<file path="src/rtl/uart_rx_fifo_if.sv">
// Receive-side bus of uart_rx_fifo: serial input, FIFO read port and sticky error flags.
// The break_det flag exists only when UART_RX_BREAK_DETECT_EN is defined.
interface uart_rx_fifo_if #(
    parameter int unsigned DATA_BITS  = 8,
    parameter int unsigned FIFO_DEPTH = 16
);
    logic                          uart_rx;
    logic                          rd_en;
    logic [DATA_BITS-1:0]          rd_data;
    logic                          rd_valid;
    logic [$clog2(FIFO_DEPTH):0]   fifo_count;
    logic                          err_clr;
    logic                          framing_err;
    logic                          parity_err;
    logic                          overrun_err;
`ifdef UART_RX_BREAK_DETECT_EN
    logic                          break_det;
`endif

    // Receiver side
    modport slave (
`ifdef UART_RX_BREAK_DETECT_EN
        output break_det,
`endif
        input  uart_rx, rd_en, err_clr,
        output rd_data, rd_valid, fifo_count, framing_err, parity_err, overrun_err
    );

    // Line driver / consumer side
    modport master (
`ifdef UART_RX_BREAK_DETECT_EN
        input  break_det,
`endif
        output uart_rx, rd_en, err_clr,
        input  rd_data, rd_valid, fifo_count, framing_err, parity_err, overrun_err
    );
endinterface

</file>
<file path="src/rtl/uart_rx_fifo.sv">
// Oversampled UART receiver with 3-sample majority vote, configurable frame format,
// first-word fall-through receive FIFO and sticky error flags.
// Optional: define UART_RX_BREAK_DETECT_EN to add break detection (break_det).
module uart_rx_fifo #(
    parameter int unsigned CLK_FREQ   = 100000000,
    parameter int unsigned BAUD_RATE  = 9600,
    parameter int unsigned OVERSAMPLE = 16,
    parameter int unsigned DATA_BITS  = 8,
    parameter int unsigned PARITY     = 0,
    parameter int unsigned STOP_BITS  = 1,
    parameter int unsigned FIFO_DEPTH = 16
) (
    input logic           clk,
    input logic           reset,
    uart_rx_fifo_if.slave bus
);
    localparam int unsigned DIV   = (CLK_FREQ + (BAUD_RATE * OVERSAMPLE) / 2) /
                                    (BAUD_RATE * OVERSAMPLE);
    localparam int unsigned DIV_W = (DIV > 1) ? $clog2(DIV) : 1;
    localparam int unsigned OS_W  = $clog2(OVERSAMPLE);
    localparam int unsigned BIT_W = $clog2(DATA_BITS + 1);
    localparam int unsigned AW    = $clog2(FIFO_DEPTH);
    localparam int unsigned CW    = AW + 1;

    typedef enum logic [2:0] {StIdle, StStart, StData, StParity, StStop, StBreak} state_t;

    logic rx_meta_q, rx_sync_q, rx_prev_q;
    state_t state_q, state_d;
    logic [DIV_W-1:0] div_cnt_q, div_cnt_d;
    logic [OS_W-1:0] samp_cnt_q, samp_cnt_d;
    logic [BIT_W-1:0] bit_cnt_q, bit_cnt_d;
    logic stop_cnt_q, stop_cnt_d;
    logic s0_q, s0_d, s1_q, s1_d;
    logic [DATA_BITS-1:0] shift_q, shift_d;
    logic par_bad_q, par_bad_d, frm_bad_q, frm_bad_d, all_zero_q, all_zero_d;
    logic done_q, done_d, done_frm_q, done_frm_d, done_par_q, done_par_d;
    logic done_brk_q, done_brk_d;
    logic [DATA_BITS-1:0] mem_q [FIFO_DEPTH];
    logic [DATA_BITS-1:0] mem_d [FIFO_DEPTH];
    logic [AW-1:0] wr_ptr_q, wr_ptr_d, rd_ptr_q, rd_ptr_d;
    logic [CW-1:0] count_q, count_d;
    logic frm_err_q, frm_err_d, par_err_q, par_err_d, ovr_err_q, ovr_err_d;
    logic brk_q, brk_d;

    logic tick, fall, at_s0, at_s1, at_vote, at_end, vote, exp_par;
    logic good, full, push, pop;

    assign tick    = (div_cnt_q == DIV_W'(DIV - 1));
    assign fall    = rx_prev_q & ~rx_sync_q;
    assign at_s0   = tick && (samp_cnt_q == OS_W'(OVERSAMPLE / 2 - 1));
    assign at_s1   = tick && (samp_cnt_q == OS_W'(OVERSAMPLE / 2));
    assign at_vote = tick && (samp_cnt_q == OS_W'(OVERSAMPLE / 2 + 1));
    assign at_end  = tick && (samp_cnt_q == OS_W'(OVERSAMPLE - 1));
    assign vote    = (s0_q & s1_q) | (s0_q & rx_sync_q) | (s1_q & rx_sync_q);
    assign exp_par = (PARITY == 1) ? ~(^shift_q) : (^shift_q);

    // Two-flop synchroniser plus one delayed copy for falling-edge detection
    always_ff @(posedge clk or negedge reset) begin
        if (!reset) begin
            rx_meta_q <= 1'b1;
            rx_sync_q <= 1'b1;
            rx_prev_q <= 1'b1;
        end else begin
            rx_meta_q <= bus.uart_rx;
            rx_sync_q <= rx_meta_q;
            rx_prev_q <= rx_sync_q;
        end
    end

    // Frame decoder: tick/sample counters, majority vote and bit sequencing
    always_comb begin
        state_d    = state_q;
        div_cnt_d  = tick ? '0 : div_cnt_q + DIV_W'(1);
        samp_cnt_d = samp_cnt_q;
        if (tick) samp_cnt_d = at_end ? '0 : samp_cnt_q + OS_W'(1);
        s0_d       = at_s0 ? rx_sync_q : s0_q;
        s1_d       = at_s1 ? rx_sync_q : s1_q;
        shift_d    = shift_q;
        bit_cnt_d  = bit_cnt_q;
        stop_cnt_d = stop_cnt_q;
        par_bad_d  = par_bad_q;
        frm_bad_d  = frm_bad_q;
        // Only meaningful for votes after the start bit; a start vote of 1 aborts the frame
        all_zero_d = at_vote ? (all_zero_q & ~vote) : all_zero_q;
        done_d     = 1'b0;
        done_frm_d = 1'b0;
        done_par_d = 1'b0;
        done_brk_d = 1'b0;
        case (state_q)
            StIdle: begin
                if (fall) begin
                    state_d    = StStart;
                    div_cnt_d  = '0;
                    samp_cnt_d = '0;
                    bit_cnt_d  = '0;
                    stop_cnt_d = 1'b0;
                    par_bad_d  = 1'b0;
                    frm_bad_d  = 1'b0;
                    all_zero_d = 1'b1;
                end
            end
            StStart: begin
                if (at_vote && vote) state_d = StIdle;
                else if (at_end) state_d = StData;
            end
            StData: begin
                if (at_vote) begin
                    shift_d   = {vote, shift_q[DATA_BITS-1:1]};
                    bit_cnt_d = bit_cnt_q + BIT_W'(1);
                end
                if (at_end && bit_cnt_q == BIT_W'(DATA_BITS)) begin
                    state_d = (PARITY != 0) ? StParity : StStop;
                end
            end
            StParity: begin
                if (at_vote) par_bad_d = (vote != exp_par);
                if (at_end) state_d = StStop;
            end
            StStop: begin
                if (at_vote) begin
                    if (stop_cnt_q == 1'(STOP_BITS - 1)) begin
                        // Leave mid-bit so a back-to-back start edge is not missed
                        state_d    = StIdle;
                        done_d     = 1'b1;
                        done_frm_d = frm_bad_q | ~vote;
                        done_par_d = par_bad_q;
`ifdef UART_RX_BREAK_DETECT_EN
                        if (all_zero_q && !vote) begin
                            state_d    = StBreak;
                            samp_cnt_d = '0;
                            done_frm_d = 1'b0;
                            done_par_d = 1'b0;
                            done_brk_d = 1'b1;
                        end
`endif
                    end else begin
                        frm_bad_d  = frm_bad_q | ~vote;
                        stop_cnt_d = 1'b1;
                    end
                end
            end
`ifdef UART_RX_BREAK_DETECT_EN
            StBreak: begin
                // Wait for one full bit time of continuous idle-high line
                if (tick && !rx_sync_q) samp_cnt_d = '0;
                else if (at_end) state_d = StIdle;
            end
`endif
            default: state_d = StIdle;
        endcase
    end

    // Receive FIFO and sticky error flags, updated from the registered frame result
    always_comb begin
        good      = done_q & ~done_frm_q & ~done_par_q;
        full      = (count_q == CW'(FIFO_DEPTH));
        pop       = bus.rd_en && (count_q != '0);
        push      = good && (!full || bus.rd_en);
        mem_d     = mem_q;
        if (push) mem_d[wr_ptr_q] = shift_q;
        wr_ptr_d  = push ? wr_ptr_q + AW'(1) : wr_ptr_q;
        rd_ptr_d  = pop ? rd_ptr_q + AW'(1) : rd_ptr_q;
        count_d   = count_q + CW'(push) - CW'(pop);
        frm_err_d = (done_q & done_frm_q) | (frm_err_q & ~bus.err_clr);
        par_err_d = (done_q & done_par_q) | (par_err_q & ~bus.err_clr);
        ovr_err_d = (good & full & ~bus.rd_en) | (ovr_err_q & ~bus.err_clr);
        brk_d     = done_brk_q | (brk_q & ~bus.err_clr);
    end

    // State registers
    always_ff @(posedge clk or negedge reset) begin
        if (!reset) begin
            state_q    <= StIdle;
            div_cnt_q  <= '0;
            samp_cnt_q <= '0;
            bit_cnt_q  <= '0;
            stop_cnt_q <= 1'b0;
            s0_q       <= 1'b1;
            s1_q       <= 1'b1;
            shift_q    <= '0;
            par_bad_q  <= 1'b0;
            frm_bad_q  <= 1'b0;
            all_zero_q <= 1'b0;
            done_q     <= 1'b0;
            done_frm_q <= 1'b0;
            done_par_q <= 1'b0;
            done_brk_q <= 1'b0;
            for (int i = 0; i < FIFO_DEPTH; i++) mem_q[i] <= '0;
            wr_ptr_q   <= '0;
            rd_ptr_q   <= '0;
            count_q    <= '0;
            frm_err_q  <= 1'b0;
            par_err_q  <= 1'b0;
            ovr_err_q  <= 1'b0;
            brk_q      <= 1'b0;
        end else begin
            state_q    <= state_d;
            div_cnt_q  <= div_cnt_d;
            samp_cnt_q <= samp_cnt_d;
            bit_cnt_q  <= bit_cnt_d;
            stop_cnt_q <= stop_cnt_d;
            s0_q       <= s0_d;
            s1_q       <= s1_d;
            shift_q    <= shift_d;
            par_bad_q  <= par_bad_d;
            frm_bad_q  <= frm_bad_d;
            all_zero_q <= all_zero_d;
            done_q     <= done_d;
            done_frm_q <= done_frm_d;
            done_par_q <= done_par_d;
            done_brk_q <= done_brk_d;
            mem_q      <= mem_d;
            wr_ptr_q   <= wr_ptr_d;
            rd_ptr_q   <= rd_ptr_d;
            count_q    <= count_d;
            frm_err_q  <= frm_err_d;
            par_err_q  <= par_err_d;
            ovr_err_q  <= ovr_err_d;
            brk_q      <= brk_d;
        end
    end

    assign bus.rd_data     = mem_q[rd_ptr_q];
    assign bus.rd_valid    = (count_q != '0);
    assign bus.fifo_count  = count_q;
    assign bus.framing_err = frm_err_q;
    assign bus.parity_err  = par_err_q;
    assign bus.overrun_err = ovr_err_q;
`ifdef UART_RX_BREAK_DETECT_EN
    assign bus.break_det   = brk_q;
`endif
endmodule

</file>
<file path="src/flat_wrapper.sv">
// flat-port wrapper written by rule: the top's interface ports become plain ports
module uart_rx_fifo_flat 
#(
    parameter int unsigned CLK_FREQ   = 100000000,
    parameter int unsigned BAUD_RATE  = 9600,
    parameter int unsigned OVERSAMPLE = 16,
    parameter int unsigned DATA_BITS  = 8,
    parameter int unsigned PARITY     = 0,
    parameter int unsigned STOP_BITS  = 1,
    parameter int unsigned FIFO_DEPTH = 16
)
  (clk, reset, bus_uart_rx, bus_rd_en, bus_err_clr, bus_rd_data, bus_rd_valid, bus_fifo_count, bus_framing_err, bus_parity_err, bus_overrun_err);
  uart_rx_fifo_if #(.DATA_BITS(DATA_BITS), .FIFO_DEPTH(FIFO_DEPTH)) bus_i ();
  input logic clk;
  input logic reset;
  input wire logic [$bits(bus_i.uart_rx)-1:0] bus_uart_rx;
  input wire logic [$bits(bus_i.rd_en)-1:0] bus_rd_en;
  input wire logic [$bits(bus_i.err_clr)-1:0] bus_err_clr;
  output wire logic [$bits(bus_i.rd_data)-1:0] bus_rd_data;
  output wire logic [$bits(bus_i.rd_valid)-1:0] bus_rd_valid;
  output wire logic [$bits(bus_i.fifo_count)-1:0] bus_fifo_count;
  output wire logic [$bits(bus_i.framing_err)-1:0] bus_framing_err;
  output wire logic [$bits(bus_i.parity_err)-1:0] bus_parity_err;
  output wire logic [$bits(bus_i.overrun_err)-1:0] bus_overrun_err;
  assign bus_i.uart_rx = bus_uart_rx;
  assign bus_i.rd_en = bus_rd_en;
  assign bus_i.err_clr = bus_err_clr;
  assign bus_rd_data = bus_i.rd_data;
  assign bus_rd_valid = bus_i.rd_valid;
  assign bus_fifo_count = bus_i.fifo_count;
  assign bus_framing_err = bus_i.framing_err;
  assign bus_parity_err = bus_i.parity_err;
  assign bus_overrun_err = bus_i.overrun_err;
  uart_rx_fifo #(.CLK_FREQ(CLK_FREQ), .BAUD_RATE(BAUD_RATE), .OVERSAMPLE(OVERSAMPLE), .DATA_BITS(DATA_BITS), .PARITY(PARITY), .STOP_BITS(STOP_BITS), .FIFO_DEPTH(FIFO_DEPTH)) u_core (.clk(clk), .reset(reset), .bus(bus_i));
endmodule
</file>
<file path="config.mk">
export PLATFORM = sky130hd
export DESIGN_NAME = uart_rx_fifo_flat
export DESIGN_NICKNAME = d
export VERILOG_FILES = /design/src/rtl/uart_rx_fifo_if.sv /design/src/rtl/uart_rx_fifo.sv /design/src/flat_wrapper.sv
export SDC_FILE = /design/constraint.sdc
export NUM_CORES = 1
export LEC_CHECK = 0
export CAP_MARGIN = 5
export CORE_MARGIN = 4
export CORE_UTILIZATION = 50
export CTS_CLUSTER_DIAMETER = 50
export DETAILED_ROUTE_END_ITERATION = 12
export PLACE_DENSITY = 0.67
export SLEW_MARGIN = 0
export SYNTH_ARGS = -nofsm -noshare
export SYNTH_HDL_FRONTEND = slang
export SYNTH_SLANG_ARGS = --single-unit
</file>
<file path="constraint.sdc">
create_clock -name clk -period 2.54 [get_ports clk]
set_input_delay 0.762 -clock clk [delete_from_list [all_inputs] [get_ports clk]]
set_output_delay 0.762 -clock clk [all_outputs]
set_load 0.03 [all_outputs]
</file>
==> flow_metrics.tcl <==
set metrics [dict create \
    p_leak_nw 4.86 \
    crit_path_start "u_core.rd_ptr_q[0]" \
    r2r-start "u_core.done_frm_q" \
    synth_edf_count 0 \
    coreArea_um2 16600 \
    pre_cts_ws_ns -0.370 \
    ff2ff_setup_slack_ns 0.20 \
    grt_use_total 0.201 \
    run_status "complete, but fails checks" \
    slew_headroom 0.542 \
    yosys_warnings 0 \
    rr_worst_depth 6 \
    powerDensity_nw_per_um2 808 \
    diodes 0 \
    timing.final.crit_period_ns 3.09 \
    vias 5116 \
    yosys-top-cells-area "dfrtp_1 52%, mux2_2 18%, mux4_2 11%, ha_1 2.6%, xnor2_1 2.0%" \
    setup_viol 8 \
    insertion_delay_ns 0.42 \
    overflow 0 \
    drt_wl_total_um 18500 \
    areaGrowthSynthToFinish_pct 19.4 \
    startpoint_type "register" \
    synth_most_common_cell "dfrtp_1" \
    reg2reg_to "u_core.mem_q[23]" \
    fin_skew_ns 0.00997 \
    yosysTopAreaCell "dfrtp_1" \
    grt_pass1_wl_um 29900 \
    portBuffers 21 \
    synthDistinctLibCells 47 \
    place.gp.congestion 0.815 \
    drt-wirelength-per-cell_um 21.0 \
    avgViaCountPerCell 5.81 \
    grt_max_degree 77 \
    cts.clk_slew.worst_paths_ns 0.07 \
    dpl_cell_area_um2 9310 \
    drtIter0Drc 352 \
    drtPass1Iterations 4 \
    synthFlopType "dfrtp_1" \
    ant_nets 0 \
    antenna_found_initial 0 \
    die_y_um 138 \
    worst-setup-path-type "reg -> out" \
    postLayoutCoreUtil 0.610 \
    cp_max_fo 5 \
    remaining_drc_errors 0 \
    clockRootBuffer "clkbuf_16" \
    synth_seq_cells 183 \
    cts_sinks 183 \
    tightest_slew_ns 0.687 \
    drive_gt1_frac 0.452 \
    synth_top_area_frac 0.524 \
    dieArea_um2 19200 \
    cts_max_level 4 \
    violations "negative setup slack" \
    endpoint "bus_rd_data[5]" \
    grt_pass1_vias 5367 \
    synthesis.area_um2 8500 \
    final_hold_viol_count 0 \
    cp_data_required_time_ns 1.78 \
    syn_area_per_cell_um2 14.3 \
    numCtsBuffers 17 \
    ios 22 \
    crit_arrival_ns 2.33 \
    max_freq_mhz 323 \
    synth_commonest_cells "178 x dfrtp_1, 138 x mux2_2, 40 x mux4_2" \
    fp-row-count 47 \
    seq_area_frac_synth 0.539 \
    cts_tree "built" \
    cts_hold_buf 0 \
    synthCells 593 \
    fin_nets 672 \
    start_util 0.511 \
    min_period_over_period 1.22 \
    hold_path.class "in -> async" \
    rsz0062_at_grt "true" \
    place_hpwl_um 12300 \
    finalWorstSetupSlack_ns -0.552 \
    ir_drop_mv 0.771 \
    end_kind "output port" \
    die_x_um 138 \
    ys_async_sr_fraction 1.00 \
    drv_cap 0 \
    clk_path_buf_depth 2 \
    slew_violations 0 \
    postLayoutCellArea_um2 10100 \
    synth_nets 617 \
]
-- worst min path at each step --
| stage | startpoint | to | slack (ns) | cells past startpoint |
|---|---|---|---|---|
| global placement | u_core.rx_meta_q | u_core.rx_sync_q | 0.35 | 0 |
| floorplan | u_core.rx_meta_q | u_core.rx_sync_q | 0.35 | 0 |
| finish | reset | u_core.mem_q[112] | 0.22 | 1 |
| detailed placement | u_core.rx_meta_q | u_core.rx_sync_q | 0.35 | 0 |
| global route | reset | u_core.mem_q[24] | 0.22 | 1 |
| CTS | reset | u_core.mem_q[120] | 0.20 | 1 |
-- layer usage --
layer,GRT usage,vias up,wire (um)
li1,-,2259,-
met1,0.289,2752,8790
met2,0.317,91,9010
met3,0.0421,14,503
met4,0.0473,0,173
met5,0,-,0
-- sequential cells by signal, indices dropped and copies added (netlist names), 3 cells and up --
signal / cells
u_core.samp_cnt_q: 4
u_core.div_cnt_q: 10
u_core.bus.fifo_count: 5
u_core.bit_cnt_q: 4
u_core.mem_q: 128
u_core.shift_q: 8
u_core.state_q: 3
u_core.rd_ptr_q: 4
u_core.wr_ptr_q: 4
-- area by class of cell --
type | count | area [um2]
inverters | 18 | 67.6
clock buffers | 20 | 467
clock inverters | 12 | 188
fillers | 1236 | 6490
multi-input cells | 355 | 3740
flip-flops and latches | 183 | 4590
repair buffers | 73 | 820
well taps | 220 | 275
-- logic make-up (layout without fill, tap and decap cells) --
| kind of cell | count (synthesis) | count (layout) | share of synthesized area |
|---|---|---|---|
| AO/OA/AOI/OAI | 24 | 24 | 0.0168 |
| AND/OR/NAND/NOR | 102 | 102 | 0.0664 |
| buffers and inverters | 55 | 123 | 0.0258 |
| XOR/XNOR | 29 | 29 | 0.0299 |
| flip-flops | 183 | 183 | 0.539 |
| multiplexers | 180 | 180 | 0.292 |
| adder cells (fa/ha/maj) | 20 | 20 | 0.0300 |
-- through the flow --
stage                     instances  TNS [ns]  power, mW  hold WS, ns
after global placement          840    -18.54       5.00        0.347
after detailed placement        840    -20.62       5.08        0.352
after floorplan                 593   -0.0886       4.51        0.345
after CTS                       878     -4.32       8.19        0.205
after global routing            881     -4.60       8.59        0.216
final                           881     -4.02       8.20        0.220
-- power by group --
| group | total, mW | internal, mW | leakage (nW) | switching [mW] |
|---|---|---|---|---|
| sequential | 3.27 | 3.08 | 2.51 | 0.197 |
| combinational | 2.05 | 1.07 | 2.04 | 0.978 |
| clock | 2.88 | 1.75 | 0.320 | 1.13 |
| total | 8.20 | 5.89 | 4.86 | 2.31 |
-- cell usage in the layout (no fill, tap or decap), types with 2 or more instances in the layout --
master and count:
nand2b_1 2, buf_12 13, bufinv_16 4, buf_4 34, and3_1 6, o22ai_1 2, inv_6 3, clkbuf_8 3
clkdlybuf4s50_1 11, mux4_2 40, buf_8 3, or2b_2 2, ha_1 15, nor3_1 3, dfstp_2 5, nand4_1 4
inv_2 3, a21oi_1 5, o21ai_0 10, clkbuf_16 17, nor2b_1 4, nand3_1 20, nand2_1 17, ha_4 3
buf_6 10, mux2_2 138, dfrtp_2 3, nand4_2 2, inv_1 15, and2_1 3, nand4b_1 3, nand3b_1 3
xor2_1 10, dfrtp_1 175, nor2_1 25, clkinv_4 2, xnor2_1 19
-- worst max-delay path: stages, from the launching register on --
cell	delay (ns)
dfrtp_2	0.40
buf_12	0.12
buf_12	0.12
buf_12	0.12
mux4_2	0.48
mux4_2	0.50
buf_6	0.16
-- repair_timing --
item | 4_1_cts | 5_1_grt
resized for setup | 42 | 5
buffers inserted | 5 | 3
gates cloned | 1 | 0
setup endpoints to repair | 9 | 8
pin swaps | 0 | 0
No activity file was read; power rests on OpenSTA's default activity.
==> patch: new RTL, same settings <==
Re-encode `state_t` (6 states) as one-hot, 6 bits wide.
--- a/src/rtl/uart_rx_fifo.sv
+++ b/src/rtl/uart_rx_fifo.sv
@@ -22,7 +22,7 @@
     localparam int unsigned AW    = $clog2(FIFO_DEPTH);
     localparam int unsigned CW    = AW + 1;
 
-    typedef enum logic [2:0] {StIdle, StStart, StData, StParity, StStop, StBreak} state_t;
+    typedef enum logic [5:0] {StIdle = 6'b000001, StStart = 6'b000010, StData = 6'b000100, StParity = 6'b001000, StStop = 6'b010000, StBreak = 6'b100000} state_t;
 
     logic rx_meta_q, rx_sync_q, rx_prev_q;
     state_t state_q, state_d;
Behaviour: no difference found for any inputs over 10 cycles, from zero or initial values and one cycle with reset low; not proved beyond that.
==> patch against the unedited design <==
- the flow still finishes with violations (setup timing)
- worst setup slack better by 0.038 ns
- power down 1.6%
- routed wire length up 2.6%
- final area up 2.7%
- largest cell class unchanged
- sequential share of layout area down 1.4 points
- via count down 0.53%
- global-route usage down 0.051 points
- worst hold slack better by 0.044 ns
- sequential power down 2%
- largest power group unchanged
- sequential cell count down 1
- synthesized area up 2.3%
- clock power down 4%
==> patch: results (changes against the unedited design) <==
** Worst setup path
- The depth of the worst register-to-register path is 12 (+6).
- Critical path fanouts, max :: 6 (+1)
- The minimum setup slack among reg-to-reg paths was -0.02 ns (-0.22 ns).
- The startpoint identified for the worst register-to-register timing path is u_core.bus.fifo_count[2].
- CP arrival :: 2.29 ns (-0.04 ns)

** STA
- Worst slew slack as a fraction of its limit :: 56.7% (+2.5 points)
- The worst hold slack was 0.264 ns (+0.0444 ns).
- Sum of negative setup slack :: -4.02 ns (-0.00311 ns)
- The worst clock skew on the final layout came to 0.0136 ns (+0.00367 ns).
- Setup WS post-layout :: -0.514 ns (+0.0383 ns)
- Final setup violating endpoints :: 9 (+1)

** Final layout
- Buffer share of cell area :: 8.93% (+0.85 points)
- Plain + repair buffers :: 85 (+16%)
- The final core utilization is 62.0% (+1.0 points).
- The number of fill cells is 1253 (+1.4%).
- The area occupied by multi-input gates was 0.00395 mm² (+5.7%).
- Clock network share of area :: 5.94% (-0.51 points)
- The multi-input combinational gate total is 352 (-0.85%).
- The clock buffer count was 19 (-5.0%).

** Route
- Routed metal-1 wire length :: 7840 µm (-11%)
- The met3 wire length is 771 µm (+53%).
- The met2 wirelength from detailed routing was 9950 µm (+11%).
- Via/cell ratio :: 5.71 (-1.6%)

** Synthesis
- Commonest cells in the synthesized netlist :: dfrtp_1 (176), mux2_2 (103), mux4_2 (40)
- The sequential element share of the synthesized area was 52.4% (-1.5 points).
- By area the synthesized netlist is led by dfrtp_1 (51%), mux2_2 (13%), mux4_2 (10%).
- Number of instances in the synthesized netlist :: 582 (-1.9%)

** GRT
- Global-route track usage on met1 :: 25.1% (-3.8 points)
- Met3 layer usage reported by global route :: 4.40% (+0.18 points)
- The total routing resource utilization after global routing was 20.0% (-0.051 points).
- Pin count of the biggest net entering global routing :: 60 (-22%)
- Global-route wire length before repair :: 30400 µm (+1.8%)

** Outcome
- Violations in the final reports :: setup timing
- The run finished, with violations left.

** Pwr
- The worst ir drop on vdd is 0.000594 V (-23%).
- The leakage power of the design is 0.00491 µW (+1.0%).
- The power drawn by the sequential cells was 3220 µW (-2%).
- Internal power of the cells :: 5840 µW (-0.96%)
- The power density over cell area was 774 mW/mm² (-4.2%).

** Placement
- Routability congestion estimate from global placement :: 0.829 (+1.8%)
- The post-place instance area came to 0.00959 mm² (+3.0%).

** Clock tree
- The clock sink count came to 182 (-0.55%).
-- patch: changes by cell type after synthesis, moves of 7 or more --
cell,delta
clkbuf_1,-15
buf_6,+7
nand3_1,-14
nor2_2,+9
mux2_2,-35
mux2_4,+31
-- patch: kinds of logic after synthesis --
family	share of synthesized area, %
AO/OA/AOI/OAI	2.65
multiplexers	29.6
buffers and inverters	2.78
adder cells (fa/ha/maj)	2.82
AND/OR/NAND/NOR	7.64
flip-flops	52.4
XOR/XNOR	2.11
-- patch: worst max path at each step --
stage,from,to,slack [ns],cells past startpoint
floorplan,u_core.bus.fifo_count[2],u_core.bus.fifo_count[4],-0.10,12
global placement,u_core.rd_ptr_q[0],bus_rd_data[1],-0.43,4
detailed placement,u_core.rd_ptr_q[0],bus_rd_data[5],-0.46,4
CTS,u_core.rd_ptr_q[0],bus_rd_data[6],-0.55,5
global route,u_core.rd_ptr_q[0],bus_rd_data[5],-0.58,5
finish,u_core.rd_ptr_q[0],bus_rd_data[5],-0.51,5
